### config.mk
export PLATFORM = sky130hd
export DESIGN_NAME = hazard_stall_ctrl_flat
export DESIGN_NICKNAME = d
export VERILOG_FILES = /design/src/rtl/hazard_stall_ctrl_if.sv /design/src/rtl/hazard_stall_ctrl.sv /design/src/flat_wrapper.sv
export SDC_FILE = /design/constraint.sdc
export NUM_CORES = 1
export LEC_CHECK = 0
export CORE_ASPECT_RATIO = 0.6
export CORE_UTILIZATION = 50
export CTS_CLUSTER_SIZE = 30
export DETAILED_ROUTE_END_ITERATION = 8
export DONT_BUFFER_PORTS = 1
export GPL_TIMING_DRIVEN = 0
export HOLD_SLACK_MARGIN = 0.05
export PLACE_DENSITY_LB_ADDON = 0.3
export SLEW_MARGIN = 40
export SYNTH_ARGS = -nofsm -noshare
export SYNTH_HDL_FRONTEND = slang
export SYNTH_SLANG_ARGS = --single-unit
### constraint.sdc
create_clock -name clk -period 3.43 [get_ports clk]
set_input_delay 0.343 -clock clk [delete_from_list [all_inputs] [get_ports clk]]
set_output_delay 0.343 -clock clk [all_outputs]
set_load 0.005 [all_outputs]
### src/rtl/hazard_stall_ctrl_if.sv
// Interface bundling the hazard controller's pipeline-side inputs and its
// enable / status outputs. The master drives the ID/EX hazard inputs and
// observes the enables; the slave is the controller itself.
interface hazard_stall_ctrl_if #(
    parameter int CNT_W = 16
);
    logic [4:0]       id_rs;
    logic [4:0]       id_rt;
    logic             id_uses_rt;
    logic             id_ex_memread;
    logic [4:0]       id_ex_rt;
    logic             ex_branch_taken;
    logic             mem_busy;
    logic             pc_write;
    logic             if_id_write;
    logic             if_id_flush;
    logic             id_ex_bubble;
    logic             pipe_freeze;
    logic [CNT_W-1:0] stall_count;
    logic             mem_timeout;

    modport master (
        output id_rs, id_rt, id_uses_rt, id_ex_memread, id_ex_rt,
               ex_branch_taken, mem_busy,
        input  pc_write, if_id_write, if_id_flush, id_ex_bubble,
               pipe_freeze, stall_count, mem_timeout
    );

    modport slave (
        input  id_rs, id_rt, id_uses_rt, id_ex_memread, id_ex_rt,
               ex_branch_taken, mem_busy,
        output pc_write, if_id_write, if_id_flush, id_ex_bubble,
               pipe_freeze, stall_count, mem_timeout
    );
endinterface

### src/rtl/hazard_stall_ctrl.sv
// Pipeline interlock controller: resolves load-use stalls, taken-branch
// flushes and multi-cycle data-memory freezes that forwarding cannot cover.
// Enables are combinational from the FSM state and the current hazard inputs;
// a saturating stall counter and a sticky memory-timeout flag are kept alongside.
module hazard_stall_ctrl #(
    parameter int FLUSH_CYCLES = 1,
    parameter int MEM_TIMEOUT  = 255,
    parameter int CNT_W        = 16
) (
    input  logic              clk,
    input  logic              rst_n,
    hazard_stall_ctrl_if.slave bus
);

    localparam int FC_W = (FLUSH_CYCLES > 1) ? $clog2(FLUSH_CYCLES + 1) : 1;
    localparam int BC_W = (MEM_TIMEOUT > 1) ? $clog2(MEM_TIMEOUT + 1) : 1;

    localparam logic [1:0] ST_BOOT    = 2'd0;
    localparam logic [1:0] ST_RUN     = 2'd1;
    localparam logic [1:0] ST_FLUSH   = 2'd2;
    localparam logic [1:0] ST_MEMWAIT = 2'd3;

    localparam logic [FC_W-1:0] FLUSH_LOAD = FC_W'(FLUSH_CYCLES - 1);
    localparam logic [BC_W-1:0] BUSY_LAST  = BC_W'(MEM_TIMEOUT - 1);
    localparam logic [BC_W-1:0] BUSY_MAX   = BC_W'(MEM_TIMEOUT);

    logic [1:0]       state_r;
    logic [1:0]       state_nx_s;
    logic [FC_W-1:0]  flush_cnt_r;
    logic [FC_W-1:0]  flush_cnt_nx_s;
    logic [BC_W-1:0]  busy_cnt_r;
    logic [CNT_W-1:0] stall_count_r;
    logic             mem_timeout_r;

    logic             load_use_s;
    logic             pc_write_s;
    logic             if_id_write_s;
    logic             if_id_flush_s;
    logic             id_ex_bubble_s;
    logic             pipe_freeze_s;
    logic             stall_evt_s;

    // Load in EX whose destination feeds the ID instruction; r0 is never a real dependence.
    assign load_use_s = bus.id_ex_memread && (bus.id_ex_rt != 5'd0) &&
                        ((bus.id_ex_rt == bus.id_rs) ||
                         (bus.id_uses_rt && (bus.id_ex_rt == bus.id_rt)));

    // State decode: enables and next state; priority is freeze > branch > load-use.
    always_comb begin
        pc_write_s     = 1'b0;
        if_id_write_s  = 1'b0;
        if_id_flush_s  = 1'b0;
        id_ex_bubble_s = 1'b0;
        pipe_freeze_s  = 1'b0;
        state_nx_s     = state_r;
        flush_cnt_nx_s = flush_cnt_r;
        case (state_r)
            ST_BOOT: begin
                if_id_flush_s  = 1'b1;
                id_ex_bubble_s = 1'b1;
                state_nx_s     = ST_RUN;
            end
            // MEMWAIT on release behaves exactly like RUN, so a branch held
            // in EX through the freeze gets its full flush sequence.
            ST_RUN, ST_MEMWAIT: begin
                if (bus.mem_busy) begin
                    pipe_freeze_s = 1'b1;
                    state_nx_s    = ST_MEMWAIT;
                end else if (bus.ex_branch_taken) begin
                    pc_write_s     = 1'b1;
                    if_id_flush_s  = 1'b1;
                    id_ex_bubble_s = 1'b1;
                    if (FLUSH_CYCLES > 1) begin
                        state_nx_s     = ST_FLUSH;
                        flush_cnt_nx_s = FLUSH_LOAD;
                    end else begin
                        state_nx_s     = ST_RUN;
                    end
                end else if (load_use_s) begin
                    id_ex_bubble_s = 1'b1;
                    state_nx_s     = ST_RUN;
                end else begin
                    pc_write_s    = 1'b1;
                    if_id_write_s = 1'b1;
                    state_nx_s    = ST_RUN;
                end
            end
            ST_FLUSH: begin
                if (bus.mem_busy) begin
                    pipe_freeze_s = 1'b1;
                end else begin
                    pc_write_s     = 1'b1;
                    if_id_flush_s  = 1'b1;
                    id_ex_bubble_s = 1'b1;
                    if (flush_cnt_r <= FC_W'(1)) begin
                        state_nx_s     = ST_RUN;
                        flush_cnt_nx_s = {FC_W{1'b0}};
                    end else begin
                        flush_cnt_nx_s = flush_cnt_r - FC_W'(1);
                    end
                end
            end
            default: begin
                if_id_flush_s  = 1'b1;
                id_ex_bubble_s = 1'b1;
                state_nx_s     = ST_BOOT;
            end
        endcase
    end

    // Any cycle that is not a plain advance counts once; the BOOT cycle is excluded.
    assign stall_evt_s = (state_r != ST_BOOT) &&
                         (!pc_write_s || if_id_flush_s || pipe_freeze_s);

    // FSM state and remaining flush cycles.
    always_ff @(posedge clk or negedge rst_n) begin
        if (!rst_n) begin
            state_r     <= ST_BOOT;
            flush_cnt_r <= {FC_W{1'b0}};
        end else begin
            state_r     <= state_nx_s;
            flush_cnt_r <= flush_cnt_nx_s;
        end
    end

    // Consecutive mem_busy run length and the sticky timeout flag it raises.
    always_ff @(posedge clk or negedge rst_n) begin
        if (!rst_n) begin
            busy_cnt_r    <= {BC_W{1'b0}};
            mem_timeout_r <= 1'b0;
        end else if (bus.mem_busy) begin
            if (busy_cnt_r == BUSY_LAST) begin
                mem_timeout_r <= 1'b1;
            end else begin
                mem_timeout_r <= mem_timeout_r;
            end
            if (busy_cnt_r != BUSY_MAX) begin
                busy_cnt_r <= busy_cnt_r + BC_W'(1);
            end else begin
                busy_cnt_r <= busy_cnt_r;
            end
        end else begin
            busy_cnt_r    <= {BC_W{1'b0}};
            mem_timeout_r <= mem_timeout_r;
        end
    end

    // Saturating count of stall / flush / freeze cycles.
    always_ff @(posedge clk or negedge rst_n) begin
        if (!rst_n) begin
            stall_count_r <= {CNT_W{1'b0}};
        end else if (stall_evt_s && (stall_count_r != {CNT_W{1'b1}})) begin
            stall_count_r <= stall_count_r + CNT_W'(1);
        end else begin
            stall_count_r <= stall_count_r;
        end
    end

    assign bus.pc_write     = pc_write_s;
    assign bus.if_id_write  = if_id_write_s;
    assign bus.if_id_flush  = if_id_flush_s;
    assign bus.id_ex_bubble = id_ex_bubble_s;
    assign bus.pipe_freeze  = pipe_freeze_s;
    assign bus.stall_count  = stall_count_r;
    assign bus.mem_timeout  = mem_timeout_r;

endmodule

### src/flat_wrapper.sv
// flat-port wrapper written by rule: the top's interface ports become plain ports
module hazard_stall_ctrl_flat 
#(
    parameter int FLUSH_CYCLES = 1,
    parameter int MEM_TIMEOUT  = 255,
    parameter int CNT_W        = 16
)
  (clk, rst_n, bus_id_rs, bus_id_rt, bus_id_uses_rt, bus_id_ex_memread, bus_id_ex_rt, bus_ex_branch_taken, bus_mem_busy, bus_pc_write, bus_if_id_write, bus_if_id_flush, bus_id_ex_bubble, bus_pipe_freeze, bus_stall_count, bus_mem_timeout);
  hazard_stall_ctrl_if #(.CNT_W(CNT_W)) bus_i ();
  input  logic clk;
  input  logic rst_n;
  input wire logic [$bits(bus_i.id_rs)-1:0] bus_id_rs;
  input wire logic [$bits(bus_i.id_rt)-1:0] bus_id_rt;
  input wire logic [$bits(bus_i.id_uses_rt)-1:0] bus_id_uses_rt;
  input wire logic [$bits(bus_i.id_ex_memread)-1:0] bus_id_ex_memread;
  input wire logic [$bits(bus_i.id_ex_rt)-1:0] bus_id_ex_rt;
  input wire logic [$bits(bus_i.ex_branch_taken)-1:0] bus_ex_branch_taken;
  input wire logic [$bits(bus_i.mem_busy)-1:0] bus_mem_busy;
  output wire logic [$bits(bus_i.pc_write)-1:0] bus_pc_write;
  output wire logic [$bits(bus_i.if_id_write)-1:0] bus_if_id_write;
  output wire logic [$bits(bus_i.if_id_flush)-1:0] bus_if_id_flush;
  output wire logic [$bits(bus_i.id_ex_bubble)-1:0] bus_id_ex_bubble;
  output wire logic [$bits(bus_i.pipe_freeze)-1:0] bus_pipe_freeze;
  output wire logic [$bits(bus_i.stall_count)-1:0] bus_stall_count;
  output wire logic [$bits(bus_i.mem_timeout)-1:0] bus_mem_timeout;
  assign bus_i.id_rs = bus_id_rs;
  assign bus_i.id_rt = bus_id_rt;
  assign bus_i.id_uses_rt = bus_id_uses_rt;
  assign bus_i.id_ex_memread = bus_id_ex_memread;
  assign bus_i.id_ex_rt = bus_id_ex_rt;
  assign bus_i.ex_branch_taken = bus_ex_branch_taken;
  assign bus_i.mem_busy = bus_mem_busy;
  assign bus_pc_write = bus_i.pc_write;
  assign bus_if_id_write = bus_i.if_id_write;
  assign bus_if_id_flush = bus_i.if_id_flush;
  assign bus_id_ex_bubble = bus_i.id_ex_bubble;
  assign bus_pipe_freeze = bus_i.pipe_freeze;
  assign bus_stall_count = bus_i.stall_count;
  assign bus_mem_timeout = bus_i.mem_timeout;
  hazard_stall_ctrl #(.FLUSH_CYCLES(FLUSH_CYCLES), .MEM_TIMEOUT(MEM_TIMEOUT), .CNT_W(CNT_W)) u_core (.clk(clk), .rst_n(rst_n), .bus(bus_i));
endmodule
## After elaboration in Yosys (flattened, before gate mapping)

Index checks and enable logic that the tools add are counted.

| operators by class | value |
|---|---|
| add/sub/neg operators | 3 |
| order comparisons | 1 |
| eq/ne operators | 11 |
| muxes and demuxes | 24 |
| bitwise operators | 1 |
| reduce and logical (&&, ||, !) cells | 17 |

Operator list:

| operator | count |
|---|---|
| adder 16 x 1 -> 16 bit (second input constant) | 1 |
| 2-to-1 mux 8 bit | 2 |
| inequality test 16 bit (second input constant) | 1 |
| 2-to-1 mux 1 bit | 15 |
| equality test 5 bit | 2 |
| adder 8 x 1 -> 8 bit (second input constant) | 1 |
| equality test 8 bit (second input constant) | 1 |
| inequality test 8 bit (second input constant) | 1 |
| 2-to-1 mux 2 bit | 3 |
| one-hot mux 1 bit (3 select lines) | 2 |
| one-hot mux 2 bit (3 select lines) | 1 |
| AND reduction 2 bit | 3 |
| logical AND 1 bit | 5 |
| nonzero test 5 bit | 1 |
| equality test 2 bit (second input constant) | 2 |
| inequality test 2 x 1 -> 1 bit (second input constant) | 2 |
| logical OR 1 bit | 3 |
| OR reduction 3 bit | 1 |
| equality test 2 x 1 -> 1 bit (second input constant) | 1 |
| zero test 2 bit | 1 |
| inequality test 2 bit (second input constant) | 1 |
| one-hot mux 1 bit (2 select lines) | 1 |
| nonzero test 2 bit | 1 |
| OR reduction 2 bit | 1 |
| other kinds (4) | 4 |

| storage, ports and cells | value |
|---|---|
| register bits after elaboration | 28 |
| input port bits | 21 |
| output and inout bits | 22 |

## Longest topological paths before layout

Gate-level depths: netlist (run 1).

| logic depth | value |
|---|---|
| depth in word-level cells | 13 |
| gate-level depth with buffers | 7 |

## Least setup slack after synthesis (run 1)

OpenSTA, ideal clock, no wires.

| timing | value |
|---|---|
| kind | input to output |
| start | in bus_id_ex_rt[0] |
| end | out bus_pc_write |
| arrival | 1.386 ns |
| required time | 3.087 ns |
| slack | 1.701 ns |
| cell stages on the path | 4 |
| path buffers | 0 |
| cell sequence | or4_1 -> o21ai_2 -> nor2_1 -> a211oi_1 |

| on the way | value |
|---|---|
| longest elaborated chain between the ends | 8 |
| elaborated cells on any way between the ends | 11 |

Ends and longest elaborated chain:

| item | RTL line | source |
|---|---|---|
| start: declaration | flat_wrapper.sv:16 | `input wire logic [$bits(bus_i.id_ex_rt)-1:0] bus_id_ex_rt;` |
| equality test 5 bit | hazard_stall_ctrl.sv:46 | `(bus.id_uses_rt && (bus.id_ex_rt == bus.id_rt)));` |
| logical AND 1 bit | hazard_stall_ctrl.sv:46 |  |
| logical OR 1 bit | hazard_stall_ctrl.sv:45 | `((bus.id_ex_rt == bus.id_rs) \|\|` |
| logical AND 1 bit (*) | hazard_stall_ctrl.sv:44 | `assign load_use_s = bus.id_ex_memread && (bus.id_ex_rt != 5'd0) &&` |
| 2-to-1 mux 1 bit (*) | hazard_stall_ctrl.sv:79 | `end else if (load_use_s) begin` |
| 2-to-1 mux 1 bit (*) | hazard_stall_ctrl.sv:69 | `end else if (bus.ex_branch_taken) begin` |
| 2-to-1 mux 1 bit (*) | hazard_stall_ctrl.sv:66 | `if (bus.mem_busy) begin` |
| one-hot mux 1 bit (2 select lines) (*) | hazard_stall_ctrl.sv:57 | `case (state_r)` |
| end: declaration | flat_wrapper.sv:19 | `output wire logic [$bits(bus_i.pc_write)-1:0] bus_pc_write;` |

Every way passes the cells marked *; elsewhere a longest branch is shown, timed or not.

## Worst setup path in the final report (run 1)

| timing | value |
|---|---|
| start | reg u_core.stall_count_r[7] (netlist: u_core.bus.stall_count[7]) |
| end | reg u_core.stall_count_r[8] (netlist: u_core.bus.stall_count[8]) |

| on the way | value |
|---|---|
| longest elaborated chain between the ends | 2 |
| elaborated cells on any way between the ends | 3 |

Ends and longest elaborated chain:

| item | RTL line | source |
|---|---|---|
| start: declaration | hazard_stall_ctrl.sv:32 | `logic [CNT_W-1:0] stall_count_r;` |
| start signal: assignment | hazard_stall_ctrl.sv:151 | `stall_count_r <= {CNT_W{1'b0}};` |
| start signal: assignment | hazard_stall_ctrl.sv:153 | `stall_count_r <= stall_count_r + CNT_W'(1);` |
| start signal: assignment | hazard_stall_ctrl.sv:155 | `stall_count_r <= stall_count_r;` |
| parallel branches: the longest is 2 deep, another holds adder 16 x 1 -> 16 bit | - |  |

Parallel ways; which one is timed is not known.
A chain may end at the register's enable or synchronous reset.

==> results of run 1 <==
how the worst max path moves through the flow:
| stage | startpoint | to | slack [ns] | cells past startpoint |
|---|---|---|---|---|
| final | u_core.bus.stall_count[7] | u_core.bus.stall_count[8] | 1.50 | 6 |
| after global routing | u_core.bus.stall_count[0] | u_core.bus.stall_count[8] | 1.37 | 7 |
| after CTS | u_core.bus.stall_count[7] | u_core.bus.stall_count[8] | 1.52 | 6 |
| after detailed placement | u_core.bus.stall_count[7] | u_core.bus.stall_count[8] | 1.54 | 6 |
| after global placement | u_core.bus.stall_count[0] | u_core.bus.stall_count[8] | 1.55 | 7 |
| after floorplan | bus_id_ex_rt[0] | bus_pc_write | 1.70 | 4 |
cell type report:
cell class	instances	area, um2
repair buffers	2	30.0
inverters	3	11.3
clock buffers	3	41.3
multi-input cells	110	818
plain buffers	3	22.5
clock inverters	1	5.00
flip-flops and latches	27	676
well taps	42	52.6
fillers	265	1230
critical path, stage by stage (launching register included):
cell and delay [ns]:
dfrtp_1 0.46, and4_1 0.27, and3_4 0.21, a31oi_2 0.32, buf_4 0.27, nand4_1 0.13
xnor2_1 0.15
flip-flops by register name, indices dropped and copies added, names as in the netlist:
| name | flops |
|---|---|
| u_core.bus.stall_count | 16 |
| u_core.busy_cnt_r | 8 |
| u_core.bus.mem_timeout | 1 |
| u_core.state_r | 2 |
where the power goes:
group | leakage, uW | internal [uW] | switching (uW)
sequential | 0.000354 | 362 | 64.4
combinational | 0.000336 | 81.5 | 62.6
clock | 0.0000255 | 81.4 | 97.6
total | 0.000716 | 525 | 225
cell families after synthesis:
kind of cell	count (synthesis)	share of synthesized area, %
fa+ha+maj	3	2.46
compound gates	14	7.29
buf+inv	6	2.21
mux	1	0.983
xor+xnor	28	16.1
simple gates	64	26.8
flops	27	44.2
routing by layer:
layer | track usage (%) | part of all wire [%] | vias up
li1 | - | - | 519
met1 | 28.7 | 50 | 521
met2 | 26.3 | 42 | 39
met3 | 6.47 | 7.7 | 2
met4 | 3.46 | 0.38 | 0
met5 | 0 | 0 | -
through the flow:
step | instance area [um2] | setup slack, ns
6_report | 1660 | 1.50
3_3_place_gp | 1580 | 1.55
2_1_floorplan | 1530 | 1.70
4_1_cts | 1660 | 1.52
5_1_grt | 1660 | 1.37
3_5_place_dp | 1580 | 1.54
placed cells by master (no fill, tap or decap), types with 2 or more instances in the layout:
master,n
nand4_1,9
nand3_2,7
and3_1,10
nand2b_1,2
and2_1,4
and4_1,2
xnor2_1,18
ha_1,3
clkbuf_8,3
xor2_1,10
nor2b_1,4
a31oi_1,4
inv_1,2
nand3_1,6
nor2_1,11
nor3b_1,2
dfrtp_1,27
timing repair:
| item | 4_1_cts | 5_1_grt |
|---|---|---|
| resized for setup | 0 | 0 |
| hold buffers | 2 | 0 |
| endpoints found under the hold margin | 27 | 0 |
| buffers inserted | 0 | 0 |
==> results.toml, run 1 <==
[routing]
wire_per_inst_um = 15.2
drt-initial-drc-count = 65
dr.pass1.iters = 4
drtAntennaViolNets = 0
wl_mm = 2.91
viasPerCell = 5.66
drc = 0
num_vias = 1081

[synthesis]
yosysMostFrequentCell = "dfrtp_1"
async_reset_ff_share_pct = 100
ys.flop_type = "dfrtp_1"
synth_edf_count = 0
synth_top_area_share_pct = 44.2
ys_types = 38
synthesis.area_mm2 = 0.00153
synth_area_leaders = "dfrtp_1 44%, xnor2_1 10%, xor2_1 5.7%"
synth_common_cells = "27 x dfrtp_1, 18 x xnor2_1, 11 x nor2_1, 10 x and3_1, 10 x xor2_1"
yosys.area.top_type = "dfrtp_1"
synth_area_per_cell_um2 = 10.7
yosys_register_bits = 27
synth_cells = 143
syn-num-nets = 167
ys_warn_count = 0
seq_area_frac_synth_pct = 44.2

[setup_path]
cp-start-kind = "flop"
r2r-end = "u_core.bus.stall_count[8]"
r2r_slack_ns = 1.50
crit_fanout = 10
end_kind = "flop"
r2r-start = "u_core.bus.stall_count[7]"
reg2reg_depth = 6
required_ns = 3.58
critPathKind = "reg -> reg"
cp_data_arrival_time_ns = 2.09

[sta]
rsz0062_at_grt = "false"
setup_viol = 0
slew_violations = 0
fin_setup_tns_ns = 0
fmax_ghz = 0.518
final.period_utilization_pct = 56.3
hold_viol_final = 0
fin_crit_ns = 1.93
slew-limit-headroom_pct = 72.2
skew_ns = 0.0105
tightestPinTransition_ns = 0.415
whs_ns = 0.213

[cts]
cts.path.max_buffers = 2
cts_buffers = 3
htreeDepth = 1
clock_sinks = 27
clock_latency_ns = 0.27
clk_pin_slew_ns = 0.10
cts_tree = "built"
cts_root_buf = "clkbuf_8"

[grt]
grt_max_degree = 28
antenna_found_initial = 0
grt_pass1_vias = 957
grt_pass1_wl_mm = 4.62
track_usage_pct = 18.9
overflow = 0

[finish]
fin_nets = 174
drive_gt1_share_pct = 14.8
num_antenna_cells = 0
final_cells = 191
areaGrowthSynthToFinish_pct = 8.44
fin_util_pct = 57.3

[die]
die_width_um = 73.4
start_util_pct = 52.9
fp.dieH_um = 44.8
dieArea_mm2 = 0.00329
fp-row-count = 15
fp.coreArea_mm2 = 0.00289
boundaryPins = 43

[placement]
io_buffers = 0
dpl.hpwl_mm = 2.22
gp_congestion = 0.783
placed_cells = 185

[power]
ir_drop_v = 0.000196
leakage_uw = 0.000716
p_per_area_mw_per_mm2 = 453
power_uw = 750

[hold_path]
min_path_cells = 1
min_path_type = "in -> reg"
min-delay-start = "bus_mem_busy"
hold_end = "u_core.busy_cnt_r[6]"

[flow_run]
maxCapViolCount = 0

[run_status]
status = "completed"
Power figures use the tool's default switching activity.
==> run 2, diff against run 1 <==
- clock period: 3.43 -> 1.75 ns (I/O delays scaled with it)
==> run 2 against run 1 <==
Setup slack lost 1.5 ns. Critical endpoint unchanged. Count of clock-buffer cells in the layout is the same. Critical path type unchanged. Critical path depth is the same. Clock power grew 96%. Cell count grew 3.1%. Total power grew 100%. Sequential share of layout area shrank 1.9 points. Cell area grew 5.4%. Die area is the same.
==> results.toml, run 2 (synthesis results as in run 1) <==
[grt]
grt_pass1_wl_mm = 4.72
grt_max_degree = 28
overflow = 0
track_usage_pct = 19.3
antenna_found_initial = 0
grt_pass1_vias = 979

[finish]
drive_gt1_share_pct = 23.2
mostFrequentLayoutCell = "dfrtp_1"
final_cells = 197
largest_register_ffs = 16
areaGrowthSynthToFinish_pct = 14.3
fin_nets = 180
mostFrequentLayoutCells = "24 x dfrtp_1, 18 x xnor2_1, 10 x xor2_1, 10 x nor2_1"
num_antenna_cells = 0
fin_util_pct = 60.4

[cts]
cts_root_buf = "clkbuf_8"
clock_latency_ns = 0.27
htreeDepth = 1
cts_tree = "built"
cts.path.max_buffers = 2
clock_sinks = 27
clk_pin_slew_ns = 0.09
cts_buffers = 3

[sta]
setup_viol = 0
final.period_utilization_pct = 98.1
fin_crit_ns = 1.72
rsz0062_at_grt = "true"
slew_violations = 0
fmax_ghz = 0.583
whs_ns = 0.267
slew-limit-headroom_pct = 69.2
hold_viol_final = 0
skew_ns = 0.00839
tightestPinTransition_ns = 0.460

[power]
ir_drop_v = 0.000393
leakage_uw = 0.000751
p_per_area_mw_per_mm2 = 859

[setup_path]
cp-start-kind = "flop"
worst-path-buf-inv = 1
end_kind = "flop"
reg2reg_depth = 6
required_ns = 1.91
critPathKind = "reg -> reg"
cp_slowest_cell = "dfrtp_2"
cp_data_arrival_time_ns = 1.87
crit_fanout = 6
slowest_delay_ns = 0.46
path_cells = "and4_4 > and3_4 > a31oi_4 > buf_6 > nand4_1 > xnor2_1"
crit_family = "simple AND/OR/NAND/NOR gates"
cp.depth = 6

[die]
fp.dieH_um = 44.8
dieArea_mm2 = 0.00329
fp-row-count = 15
die_width_um = 73.4
start_util_pct = 52.9
fp.coreArea_mm2 = 0.00289
boundaryPins = 43

[hold_path]
min_path_cells = 2
min_path_type = "in -> reg"

[placement]
placed_cells = 185
io_buffers = 0
dpl.hpwl_mm = 2.22
gp_congestion = 0.783

[routing]
viasPerCell = 5.64
drc = 0
drtAntennaViolNets = 0
wl_mm = 3.03
dr.pass1.iters = 4
drt-initial-drc-count = 84
num_vias = 1111
wire_per_inst_um = 15.4

[run_status]
status = "completed"

[flow_run]
maxCapViolCount = 0
run 2: changes by cell type in the layout (fill, tap and decap cells not counted), sizes merged:
cell	delta
dlygate4sd3	+1
buf	+5
run 2: where the power goes:
part / total (uW) / switching [uW] / internal [uW]
Sequential: 842 / 129 / 713
Combinational: 308 / 135 / 173
Clock: 350 / 190 / 159
run 2: final timing paths:
path	from	end	slack, ns
worst max-delay path	u_core.bus.stall_count[7]	u_core.bus.stall_count[8]	0.03
worst min register to register	u_core.state_r[1]	u_core.state_r[0]	0.47
max in group asynchronous	rst_n	u_core.bus.stall_count[8]	1.25
worst max register to register	u_core.bus.stall_count[7]	u_core.bus.stall_count[8]	0.03
worst min-delay path	bus_mem_busy	u_core.state_r[0]	0.27
min in group asynchronous	rst_n	u_core.bus.stall_count[6]	0.32
run 2: layout make-up:
class / instances / area (um2)
fill: 252 / 1140
multi-input combinational: 110 / 853
sequential: 27 / 679
timing repair buffer: 8 / 77.6
tap: 42 / 52.6
clock buffer: 3 / 41.3
buffer: 3 / 26.3
inverter: 3 / 11.3
clock inverter: 1 / 5.00
run 2: metrics by stage:
stage / TNS, ns / worst slack, ns / total power, uW / instance area (um2)
after detailed placement: -1.12 / -0.142 / 1120 / 1580
after global routing: -0.0762 / -0.0435 / 1600 / 1750
after global placement: -0.935 / -0.131 / 1090 / 1580
after floorplan: 0 / 0.0724 / 1050 / 1530
final: 0 / 0.0339 / 1500 / 1750
after CTS: 0 / 0.00490 / 1490 / 1690
run 2: worst register-to-register path: stages (launching register included):
cell and delay [ns]:
dfrtp_2 0.46, and4_4 0.21, and3_4 0.19, a31oi_4 0.30, buf_6 0.18, nand4_1 0.12
xnor2_1 0.15
run 2: what timing repair did:
action / 4_1_cts / 5_1_grt
hold buffers: 3 / 0
gates resized for setup: 5 / 10
pin swaps: 1 / 4
buffers inserted: 0 / 4
cloned: 0 / 1
setup endpoints to repair: 12 / 13
endpoints found under the hold margin: 29 / 0
run 2: per-layer routing:
metal | GRT usage, % | wire (um)
met2 | 26.9 | 1310
met5 | 0 | 0
met4 | 3.46 | 8
met3 | 6.47 | 167
met1 | 29.4 | 1550
==> run 3, diff against run 2 <==
- ABC_AREA: unset -> 1
- CORE_MARGIN: unset -> 2
- MAX_ROUTING_LAYER: unset -> met4
==> run 3 against run 2 <==
Cell area is 16% higher. Cell count grew 60%. Largest power group unchanged. Global-route usage is 3.6 points higher. Register-to-register slack worse by 0.02 ns.
==> results.toml, run 3 <==
[run_status]
status = "completed"

[synthesis]
synth_common_cells = "85 x nand2_1, 38 x inv_1, 29 x nand3_1, 27 x dfrtp_1, 22 x nor2_1"
ys_types = 27
async_reset_ff_share_pct = 100
synthesis.area_mm2 = 0.00180
synth_top_area_share_pct = 37.5
syn-num-nets = 285
synth_area_per_cell_um2 = 6.90
seq_area_frac_synth_pct = 37.5
yosysMostFrequentCell = "nand2_1"
yosys_register_bits = 27
synth_cells = 261
synth_area_leaders = "dfrtp_1 38%, nand2_1 18%, nand3_1 8.1%"
ys_warn_count = 0
yosys.area.top_type = "dfrtp_1"
synth_edf_count = 0
ys.flop_type = "dfrtp_1"

[grt]
grt_pass1_wl_mm = 6.93
overflow = 0
track_usage_pct = 23.0
grt_pass1_vias = 1509
grt_max_degree = 28
antenna_found_initial = 0

[finish]
num_antenna_cells = 0
mostFrequentLayoutCell = "nand2_1"
final_cells = 315
mostFrequentLayoutCells = "82 x nand2_1, 38 x inv_1, 27 x nand3_1"
areaGrowthSynthToFinish_pct = 12.2
design_area_mm2 = 0.00202
fin_nets = 295
drive_gt1_share_pct = 12.6
largest_register_ffs = 16
fillers = 310

[sta]
final.period_utilization_pct = 99.0
tightestPinTransition_ns = 0.394
rsz0062_at_grt = "true"
fin_ws_ns = 0.0177
slew_violations = 0
fin_crit_ns = 1.73
hold_viol_final = 0
fin_setup_tns_ns = 0
fmax_ghz = 0.577
slew-limit-headroom_pct = 73.7
skew_ns = 0.00442
setup_viol = 0

[cts]
cts_buffers = 3
clk_pin_slew_ns = 0.10
htreeDepth = 1
cts_root_buf = "clkbuf_8"
clock_sinks = 27
cts.path.max_buffers = 2
clock_latency_ns = 0.28
cts_tree = "built"

[hold_path]
min-delay-start = "bus_mem_busy"
min_path_cells = 2
min_path_type = "in -> reg"
hold_end = "u_core.state_r[1]"

[die]
fp.coreArea_mm2 = 0.00334
dieArea_mm2 = 0.00411
fp-row-count = 16
start_util_pct = 53.9
boundaryPins = 43
fp.dieH_um = 50.5
die_width_um = 81.5

[setup_path]
r2r-end = "u_core.bus.stall_count[9]"
worst-path-buf-inv = 2
required_ns = 1.93
reg2reg_depth = 9
end_kind = "flop"
cp_slowest_cell = "dfrtp_2"
path_cells = "ha_4 > nand2_4 > nor2_4 > nand2_2 > o31a_1 > buf_6 > buf_8 > nand3_1 > nand2_1"
critPathKind = "reg -> reg"
cp-start-kind = "flop"
slowest_delay_ns = 0.49
crit_family = "flip-flops"
crit_fanout = 10
r2r-start = "u_core.bus.stall_count[0]"
cp_data_arrival_time_ns = 1.91
r2r_slack_ns = 0.02

[routing]
drc = 0
wire_per_inst_um = 13.0
num_vias = 1635
wl_mm = 4.08
drt-initial-drc-count = 94
drtAntennaViolNets = 0
viasPerCell = 5.19
dr.pass1.iters = 4

[power]
p_clk_share_pct = 23.7
p_sw_share_pct = 34.8
combPwrFrac_pct = 22.7
p_per_area_mw_per_mm2 = 775
leakage_uw = 0.000997
p_int_uw = 1020
p_sw_uw = 544
seqPwrFrac_pct = 53.7
power_uw = 1570
ir_drop_v = 0.000474

[placement]
dpl.hpwl_mm = 3.05
dp_slack_ns = -0.232
placed_cells = 306
place_area_mm2 = 0.00186
gp_congestion = 0.801
io_buffers = 0

[flow_run]
maxCapViolCount = 0
-- run 3: kinds of logic after synthesis --
logic type	count (synthesis)	synth area share (%)
buffers and inverters	47	11.3
AND/OR/NAND/NOR	156	37.9
AO/OA/AOI/OAI	15	4.86
adder cells (fa/ha/maj)	3	2.09
XOR/XNOR	13	6.32
flip-flops	27	37.5
-- run 3: how the worst max path moves through the flow --
stage,from,end,slack (ns),cells after the start
floorplan,u_core.bus.stall_count[0],u_core.bus.stall_count[9],0.07,9
global placement,u_core.bus.stall_count[0],u_core.bus.stall_count[3],-0.16,10
detailed placement,u_core.bus.stall_count[0],u_core.bus.stall_count[14],-0.23,10
CTS,u_core.state_r[0],bus_if_id_write,0.005,5
global route,u_core.bus.stall_count[0],u_core.bus.stall_count[9],-0.06,9
finish,u_core.bus.stall_count[0],u_core.bus.stall_count[9],0.02,9
-- run 3: through the flow --
| step | utilization (%) | hold WS [ns] |
|---|---|---|
| 2_1_floorplan | - | -0.121 |
| 3_3_place_gp | 55.5 | -0.120 |
| 3_5_place_dp | 55.5 | -0.120 |
| 4_1_cts | 58.4 | 0.142 |
| 5_1_grt | 60.4 | 0.179 |
| 6_report | 60.4 | 0.160 |
-- run 3: power by group through the flow --
| stage | logic, uW | clock network (uW) | registers, uW |
|---|---|---|---|
| floorplan | 242 | 0 | 786 |
| global placement | 277 | 0 | 817 |
| detailed placement | 286 | 0 | 825 |
| CTS | 333 | 376 | 827 |
| global route | 414 | 401 | 852 |
| finish | 355 | 371 | 840 |
-- run 3: metal layers --
layer / GRT usage (%) / vias up / routed length (um)
met1: 31.8 / 738 / 2000
met3: 6.65 / 2 / 320
li1: - / 844 / -
met4: 4.80 / 0 / 21
met5: - / - / 0
met2: 33.7 / 51 / 1730
-- run 3: timing repair --
action,CTS,global route
setup endpoints to repair,16,15
resized for setup,6,14
pin swaps,2,2
buffers inserted,2,2
hold buffers,2,0
endpoints found under the hold margin,27,0
-- run 3: layout make-up --
type / count / area, um2 / area share, %
multi-input combinational: 187 / 981 / 48.5
clock buffer: 4 / 45.0 / 2.23
sequential: 27 / 682 / 33.7
inverter: 42 / 158 / 7.80
tap: 45 / 56.3 / 2.79
timing repair buffer: 6 / 63.8 / 3.16
buffer: 4 / 35.0 / 1.73
